==> src/rtl/mem_bus_arbiter_if.sv <==
// Port bundle for mem_bus_arbiter: fetch port, data port, memory bus and stall requests.
// slave is the arbiter's view; master is the CPU/memory side that drives its inputs.
interface mem_bus_arbiter_if #(
  parameter int unsigned ADDR_W = 32,
  parameter int unsigned DATA_W = 32
);
  logic              if_req_i;
  logic [ADDR_W-1:0] if_addr_i;
  logic [DATA_W-1:0] if_data_o;
  logic              if_ready_o;

  logic              mem_req_i;
  logic              mem_we_i;
  logic [3:0]        mem_sel_i;
  logic [ADDR_W-1:0] mem_addr_i;
  logic [DATA_W-1:0] mem_wdata_i;
  logic [DATA_W-1:0] mem_rdata_o;
  logic              mem_ready_o;

  logic              bus_req_o;
  logic              bus_we_o;
  logic [3:0]        bus_sel_o;
  logic [ADDR_W-1:0] bus_addr_o;
  logic [DATA_W-1:0] bus_wdata_o;
  logic [DATA_W-1:0] bus_rdata_i;
  logic              bus_ack_i;

  logic              stallreq_if_o;
  logic              stallreq_mem_o;

  modport slave (
    input  if_req_i, if_addr_i,
    input  mem_req_i, mem_we_i, mem_sel_i, mem_addr_i, mem_wdata_i,
    input  bus_rdata_i, bus_ack_i,
    output if_data_o, if_ready_o, mem_rdata_o, mem_ready_o,
    output bus_req_o, bus_we_o, bus_sel_o, bus_addr_o, bus_wdata_o,
    output stallreq_if_o, stallreq_mem_o
  );

  modport master (
    output if_req_i, if_addr_i,
    output mem_req_i, mem_we_i, mem_sel_i, mem_addr_i, mem_wdata_i,
    output bus_rdata_i, bus_ack_i,
    input  if_data_o, if_ready_o, mem_rdata_o, mem_ready_o,
    input  bus_req_o, bus_we_o, bus_sel_o, bus_addr_o, bus_wdata_o,
    input  stallreq_if_o, stallreq_mem_o
  );
endinterface

==> src/rtl/mem_bus_arbiter.sv <==
// Arbitrates one variable-latency memory bus between instruction fetch and the data port.
// Data wins contested arbitrations until STARVE_LIMIT in a row, then fetch gets one turn.
module mem_bus_arbiter #(
  parameter int unsigned ADDR_W       = 32,
  parameter int unsigned DATA_W       = 32,
  parameter int unsigned STARVE_LIMIT = 4
) (
  input  logic clk,
  input  logic rst,
  mem_bus_arbiter_if.slave arb
);

  localparam logic [3:0] LIMIT = 4'(STARVE_LIMIT);

  typedef enum logic [1:0] {
    IDLE,
    GRANT_I,
    GRANT_D
  } state_t;

  state_t            state, state_nxt;
  logic [3:0]        starve_cnt, starve_nxt;
  logic              lat_we, we_nxt;
  logic [3:0]        lat_sel, sel_nxt;
  logic [ADDR_W-1:0] lat_addr, addr_nxt;
  logic [DATA_W-1:0] lat_wdata, wdata_nxt;

  always_ff @(posedge clk) begin
    if (!rst) begin
      state      <= IDLE;
      starve_cnt <= '0;
      lat_we     <= 1'b0;
      lat_sel    <= '0;
      lat_addr   <= '0;
      lat_wdata  <= '0;
    end else begin
      state      <= state_nxt;
      starve_cnt <= starve_nxt;
      lat_we     <= we_nxt;
      lat_sel    <= sel_nxt;
      lat_addr   <= addr_nxt;
      lat_wdata  <= wdata_nxt;
    end
  end

  always_comb begin
    state_nxt  = state;
    starve_nxt = starve_cnt;
    we_nxt     = lat_we;
    sel_nxt    = lat_sel;
    addr_nxt   = lat_addr;
    wdata_nxt  = lat_wdata;
    case (state)
      IDLE: begin
        // Data wins unless fetch is also waiting and has already lost LIMIT contests in a row
        if (arb.mem_req_i && (!arb.if_req_i || (starve_cnt < LIMIT))) begin
          state_nxt = GRANT_D;
          if (arb.if_req_i) starve_nxt = starve_cnt + 4'd1;
          we_nxt    = arb.mem_we_i;
          sel_nxt   = arb.mem_sel_i;
          addr_nxt  = arb.mem_addr_i;
          wdata_nxt = arb.mem_wdata_i;
        end else if (arb.if_req_i) begin
          state_nxt  = GRANT_I;
          starve_nxt = '0;
          we_nxt     = 1'b0;
          sel_nxt    = 4'b1111;
          addr_nxt   = arb.if_addr_i;
          wdata_nxt  = '0;
        end
      end
      GRANT_I, GRANT_D: begin
        if (arb.bus_ack_i) begin
          state_nxt = IDLE;
          we_nxt    = 1'b0;
          sel_nxt   = '0;
          addr_nxt  = '0;
          wdata_nxt = '0;
        end
      end
      default: state_nxt = IDLE;
    endcase
  end

  assign arb.bus_req_o   = (state != IDLE);
  assign arb.bus_we_o    = lat_we;
  assign arb.bus_sel_o   = lat_sel;
  assign arb.bus_addr_o  = lat_addr;
  assign arb.bus_wdata_o = lat_wdata;

  assign arb.if_ready_o  = (state == GRANT_I) && arb.bus_ack_i;
  assign arb.mem_ready_o = (state == GRANT_D) && arb.bus_ack_i;
  assign arb.if_data_o   = arb.if_ready_o  ? arb.bus_rdata_i : '0;
  assign arb.mem_rdata_o = arb.mem_ready_o ? arb.bus_rdata_i : '0;

  assign arb.stallreq_if_o  = arb.if_req_i  && !arb.if_ready_o;
  assign arb.stallreq_mem_o = arb.mem_req_i && !arb.mem_ready_o;

endmodule

==> src/flat_wrapper.sv <==
// flat-port wrapper written by rule: the top's interface ports become plain ports
module mem_bus_arbiter_flat 
#(
  parameter int unsigned ADDR_W       = 32,
  parameter int unsigned DATA_W       = 32,
  parameter int unsigned STARVE_LIMIT = 4
)
  (clk, rst, arb_if_req_i, arb_if_addr_i, arb_mem_req_i, arb_mem_we_i, arb_mem_sel_i, arb_mem_addr_i, arb_mem_wdata_i, arb_bus_rdata_i, arb_bus_ack_i, arb_if_data_o, arb_if_ready_o, arb_mem_rdata_o, arb_mem_ready_o, arb_bus_req_o, arb_bus_we_o, arb_bus_sel_o, arb_bus_addr_o, arb_bus_wdata_o, arb_stallreq_if_o, arb_stallreq_mem_o);
  mem_bus_arbiter_if #(.ADDR_W(ADDR_W), .DATA_W(DATA_W)) arb_i ();
  input  logic clk;
  input  logic rst;
  input wire logic [$bits(arb_i.if_req_i)-1:0] arb_if_req_i;
  input wire logic [$bits(arb_i.if_addr_i)-1:0] arb_if_addr_i;
  input wire logic [$bits(arb_i.mem_req_i)-1:0] arb_mem_req_i;
  input wire logic [$bits(arb_i.mem_we_i)-1:0] arb_mem_we_i;
  input wire logic [$bits(arb_i.mem_sel_i)-1:0] arb_mem_sel_i;
  input wire logic [$bits(arb_i.mem_addr_i)-1:0] arb_mem_addr_i;
  input wire logic [$bits(arb_i.mem_wdata_i)-1:0] arb_mem_wdata_i;
  input wire logic [$bits(arb_i.bus_rdata_i)-1:0] arb_bus_rdata_i;
  input wire logic [$bits(arb_i.bus_ack_i)-1:0] arb_bus_ack_i;
  output wire logic [$bits(arb_i.if_data_o)-1:0] arb_if_data_o;
  output wire logic [$bits(arb_i.if_ready_o)-1:0] arb_if_ready_o;
  output wire logic [$bits(arb_i.mem_rdata_o)-1:0] arb_mem_rdata_o;
  output wire logic [$bits(arb_i.mem_ready_o)-1:0] arb_mem_ready_o;
  output wire logic [$bits(arb_i.bus_req_o)-1:0] arb_bus_req_o;
  output wire logic [$bits(arb_i.bus_we_o)-1:0] arb_bus_we_o;
  output wire logic [$bits(arb_i.bus_sel_o)-1:0] arb_bus_sel_o;
  output wire logic [$bits(arb_i.bus_addr_o)-1:0] arb_bus_addr_o;
  output wire logic [$bits(arb_i.bus_wdata_o)-1:0] arb_bus_wdata_o;
  output wire logic [$bits(arb_i.stallreq_if_o)-1:0] arb_stallreq_if_o;
  output wire logic [$bits(arb_i.stallreq_mem_o)-1:0] arb_stallreq_mem_o;
  assign arb_i.if_req_i = arb_if_req_i;
  assign arb_i.if_addr_i = arb_if_addr_i;
  assign arb_i.mem_req_i = arb_mem_req_i;
  assign arb_i.mem_we_i = arb_mem_we_i;
  assign arb_i.mem_sel_i = arb_mem_sel_i;
  assign arb_i.mem_addr_i = arb_mem_addr_i;
  assign arb_i.mem_wdata_i = arb_mem_wdata_i;
  assign arb_i.bus_rdata_i = arb_bus_rdata_i;
  assign arb_i.bus_ack_i = arb_bus_ack_i;
  assign arb_if_data_o = arb_i.if_data_o;
  assign arb_if_ready_o = arb_i.if_ready_o;
  assign arb_mem_rdata_o = arb_i.mem_rdata_o;
  assign arb_mem_ready_o = arb_i.mem_ready_o;
  assign arb_bus_req_o = arb_i.bus_req_o;
  assign arb_bus_we_o = arb_i.bus_we_o;
  assign arb_bus_sel_o = arb_i.bus_sel_o;
  assign arb_bus_addr_o = arb_i.bus_addr_o;
  assign arb_bus_wdata_o = arb_i.bus_wdata_o;
  assign arb_stallreq_if_o = arb_i.stallreq_if_o;
  assign arb_stallreq_mem_o = arb_i.stallreq_mem_o;
  mem_bus_arbiter #(.ADDR_W(ADDR_W), .DATA_W(DATA_W), .STARVE_LIMIT(STARVE_LIMIT)) u_core (.clk(clk), .rst(rst), .arb(arb_i));
endmodule
==> config.mk <==
export PLATFORM = sky130hd
export DESIGN_NAME = mem_bus_arbiter_flat
export DESIGN_NICKNAME = d
export VERILOG_FILES = /design/src/rtl/mem_bus_arbiter_if.sv /design/src/rtl/mem_bus_arbiter.sv /design/src/flat_wrapper.sv
export SDC_FILE = /design/constraint.sdc
export NUM_CORES = 1
export LEC_CHECK = 0
export ABC_AREA = 1
export ABC_CLOCK_PERIOD_IN_PS = 2150
export BUFFER_PORTS_ARGS = -buffer_cell sky130_fd_sc_hd__buf_2
export CORE_MARGIN = 4
export CORE_UTILIZATION = 33
export CTS_CLUSTER_SIZE = 25
export DETAILED_ROUTE_END_ITERATION = 10
export PLACE_DENSITY_LB_ADDON = 0.08
export SLEW_MARGIN = 20
export SYNTH_ARGS = -nofsm -noshare
export SYNTH_HDL_FRONTEND = slang
export SYNTH_SLANG_ARGS = --single-unit
==> constraint.sdc <==
create_clock -name clk -period 2.15 [get_ports clk]
set_input_delay 0.215 -clock clk [delete_from_list [all_inputs] [get_ports clk]]
set_output_delay 0.215 -clock clk [all_outputs]
set_load 0.005 [all_outputs]
* After elaboration in Yosys (flattened, before gate mapping)
Index checks and enable logic that the tools add are counted.
** Word-level totals
- Register bits :: 75
- Input port bits :: 138
- Output and inout bits :: 138
- Logic and storage cells :: 52
** Operators by class
- Add/sub/neg operators :: 1
- $lt $le $gt $ge :: 1
- Equal/unequal tests :: 4
- Mux-type cells :: 24
- Reduce and logical (&&, ||, !) cells :: 16
** Operators with widths (number)
- $mux 32 :: 7
- $pmux 32 s2 :: 2
- $mux 4 :: 6
- $pmux 4 s2 :: 1
- $mux 2 :: 3
- $logic_and 1x1->1 :: 5
- $add 4x1->4 const B :: 1
- $lt 4x3->1 const B :: 1
- $pmux 2 s2 :: 1
- $reduce_and 2->1 :: 2
- $reduce_bool 2->1 :: 2
- $logic_not 1->1 :: 3
- $mux 1 :: 3
- $ne 3x2->1 const B :: 1
- $reduce_and 3->1 :: 1
- $eq 2x1->1 const B :: 1
- $eq 2x2->1 const B :: 1
- $logic_not 2->1 :: 1
- $ne 2x2->1 const B :: 1
- $pmux 1 s2 :: 1
- $reduce_or 2->1 :: 1
- $logic_or 1x1->1 :: 1

* Depth between registers and ports, before layout
- Depth in word-level cells :: 5
- Gate-level depth with buffers :: 10
- Gate-level depth less buffers :: 8

* Least setup slack after synthesis
No wires, ideal clock.
- Kind :: reg-to-reg
- From :: register u_core.state[0]
- To :: register u_core.lat_wdata[31], in the netlist u_core.arb.bus_wdata_o[31]
- Library setup time :: 0.128 ns
- Arrival time :: 1.494 ns
- Data required time :: 2.022 ns
- Setup slack :: 0.528 ns
- Stages on the path, launching flop included :: 11
- Buffers on the path :: 2
- Clock period less this slack :: 1.622 ns
- Path through :: dfxtp_1 inv_1 ha_1 nand2_1 nand3_2 buf_6 buf_4 nand2_1 inv_1 nor2_1 nor2_1
** Between the ends
- Cells in the longest elaborated chain, start to end :: 4
- Elaborated cells between the ends (all ways) :: 9
- Classes of those cells :: eq/ne (4); mux (1); reduce/logical (4)
** RTL lines
- start: declaration :: RTL line mem_bus_arbiter.sv:21 : state_t state, state_nxt;
- start signal: assignment :: RTL line mem_bus_arbiter.sv:37 : state <= state_nxt;
- $eq 2x2->1 or $eq 2x1->1 (tied branches) :: RTL line mem_bus_arbiter.sv:53 : case (state)
- $reduce_or 2->1 :: RTL line mem_bus_arbiter.sv:53
- $ne 2x2->1 (no line) or $reduce_bool 2->1 (tied branches)
- $reduce_and 3->1 (no line)
- end signal: assignment :: RTL line mem_bus_arbiter.sv:42 : lat_wdata <= wdata_nxt;
- end: declaration :: RTL line mem_bus_arbiter.sv:26 : logic [DATA_W-1:0] lat_wdata, wdata_nxt;
Several ways; a longest one is shown, not always the timed one.
A chain may end at the register's enable or synchronous reset.

* Final worst setup path
- From :: register u_core.state[1]
- To :: register u_core.lat_wdata[1], in the netlist u_core.arb.bus_wdata_o[1]
The elaborated chain is that of the path after synthesis.

==> metrics <==
status=complete, no violations; WS Path Type=register to register; Final Wtd Congestion=0.775; clk buf depth=2; Setup Buffers After CTS=0; Main synth FF type=dfxtp_1; CTS tree=yes; Tot Pwr=3.96 mW; Max-Cap Viols=0; sequential area share after synthesis=37.8%; vias in the first global route=4,543; nets@finish=1,053; all-layer global routing usage=19.0%; antenna viol nets, final=0; # fillers=1,258; DR vias=4,852; total grt overflow=0; crit path to=u_core.arb.bus_wdata_o[1]; WHS=0.195 ns; ys async rst share=0%; Initial DRT Pass Iterations=4; Synth Instances=653; Yosys cell types=20; CP Capture Type=register; setup tns final=0 ns; largest net degree at the start of global routing=43; root buffer cell=clkbuf_16; Reg2Reg Depth=7; drt total wl=14.0 mm; IO Pins=276; commonest non-fill, non-tap cell in the layout=buf_2; IO Port Bufs=275; FMAX=516 MHz; Area Overhead vs Synth=44.0%; CP Launch Type=register; Die W=118 um; Hold Crit Class=input port to register; First DRT Iteration DRCs=261; CP startpoint=u_core.state[1]; fin. max-slew vios=0; mapped cell area=3970 sq um; # resized after CTS=0; post-DR vias/cell=4.58; relative slew slack=68.5%; fraction of layout cells with a size suffix above 1=34.3%; Yosys warnings=0; cts bufs inserted=9; pwr/cell area=692 nW/um^2; Max FO, Critical Path=21; CTS clock-pin slew for the worst setup and hold paths=0.06 ns; most frequent cells in the layout=buf_2, nand2_1, nor2_1; Final setup viols=0; Core Box Area=11,600 sq um; number of synthesized flops with an enable pin=0; full die area=13,900 sq um; CP Data Required Time=2.41 ns; Multi-input gate area=2010 sq um; Slew @ Worst Pin=0.472 ns; clock latency on the worst-skew pair=0.33 ns; Leakage=3.44 nW; DP Wirelength=10.6 mm; routed len/inst=13.3 um; global-route wire length before repair=22.3 mm; reg-to-reg endpoint=u_core.arb.bus_wdata_o[1]; CTS sink cnt=75; Seq cells post-synth=75; DRC Markers=0; Mapped Avg Cell Area=6.09 sq um; Reg2Reg Setup Slack=0.21 ns; minimum clock period=1.94 ns; htree depth=3; Tcrit/Tclk final=90.1%; RSZ-0062 raised after global routing=no; Die Height=118 um; clock skew=0.00588 ns; initial antenna violation count=1; VDD IR-drop max=0.000364 V; initial core utilization=34.2%; syn nets=796; Site Rows=39; register area=1500 sq um; hold_buf cts=0; endpoints failing hold=0; Critical R2R Launch=u_core.state[1]; worst path arrival time=2.19 ns
-- metrics by stage --
stage / worst slack (ns) / instance area, sq um / instances / util [%]
after CTS: 0.210 / 5720 / 1058 / 49.2
final: 0.214 / 5720 / 1059 / 49.3
after floorplan: 0.528 / 3970 / 653 / -
after detailed placement: 0.233 / 5440 / 1042 / 46.8
after global placement: 0.298 / 5440 / 1042 / 46.8
after global routing: 0.0504 / 5720 / 1059 / 49.3
-- area by class of cell --
class,instances,share of cell area (%)
antenna,1,0.0437
inverter,62,4.07
clock buffer,9,3.94
timing repair buffer,290,26.5
tap,143,3.13
clock inverter,7,1.01
sequential,75,26.2
multi-input combinational,472,35.1
-- sequential cells by signal, summed over array words and instances, names as in the netlist --
name	cells
u_core.arb.bus_sel_o	4
u_core.starve_cnt	4
u_core.arb.bus_we_o	1
u_core.arb.bus_wdata_o	32
u_core.state	2
u_core.arb.bus_addr_o	32
-- worst min-delay path by stage --
stage                              start                   endpoint  slack (ns)  depth (start not counted)
2_1_floorplan                        rst       u_core.starve_cnt[0]        0.38                          2
3_3_place_gp   u_core.arb.bus_addr_o[20]  u_core.arb.bus_addr_o[20]        0.45                          2
3_5_place_dp     u_core.arb.bus_sel_o[0]    u_core.arb.bus_sel_o[0]        0.45                          2
4_1_cts                              rst       u_core.starve_cnt[0]        0.18                          3
5_1_grt                              rst       u_core.starve_cnt[2]        0.21                          3
6_report                             rst       u_core.starve_cnt[0]        0.19                          3
-- worst max-delay path, cell delays in order (launching register included) --
cell and delay [ns]:
dfxtp_1 0.40, inv_1 0.09, ha_1 0.35, nand2_1 0.15, nand3_2 0.26, inv_2 0.39, nand2_1 0.11, a21oi_1 0.13
-- cell families (layout without fill, tap and decap cells) --
group | count (synthesis) | after routing | synth area share (%)
buf+inv | 106 | 368 | 11.6
xor+xnor | 2 | 2 | 0.441
fa+ha+maj | 5 | 5 | 1.57
flops | 75 | 75 | 37.8
compound gates | 62 | 62 | 8.09
other cells | 0 | 1 | 0
simple gates | 403 | 403 | 40.5
-- power by group --
part	switching (mW)	internal, mW
clock network	0.649	0.801
logic	0.546	0.391
registers	0.0627	1.51
total	1.26	2.70
-- cell usage after synthesis (3+ instances only) --
cell / n / area share (%)
a21oi_1: 60 / 7.6
buf_2: 13 / 1.6
buf_4: 5 / 0.94
buf_6: 4 / 1.1
clkbuf_1: 21 / 2.0
dfxtp_1: 75 / 38
ha_1: 5 / 1.6
inv_1: 59 / 5.6
inv_2: 3 / 0.28
nand2_1: 226 / 21
nand3_1: 34 / 4.3
nand4_1: 12 / 1.9
nor2_1: 127 / 12
-- routing by layer --
metal	share of wire (%)	global-route usage (%)
met5	0	0
met3	7.5	4.57
met4	1.6	5.13
met1	41	21.8
met2	50	35.0
(Power assumes the default switching activity.)
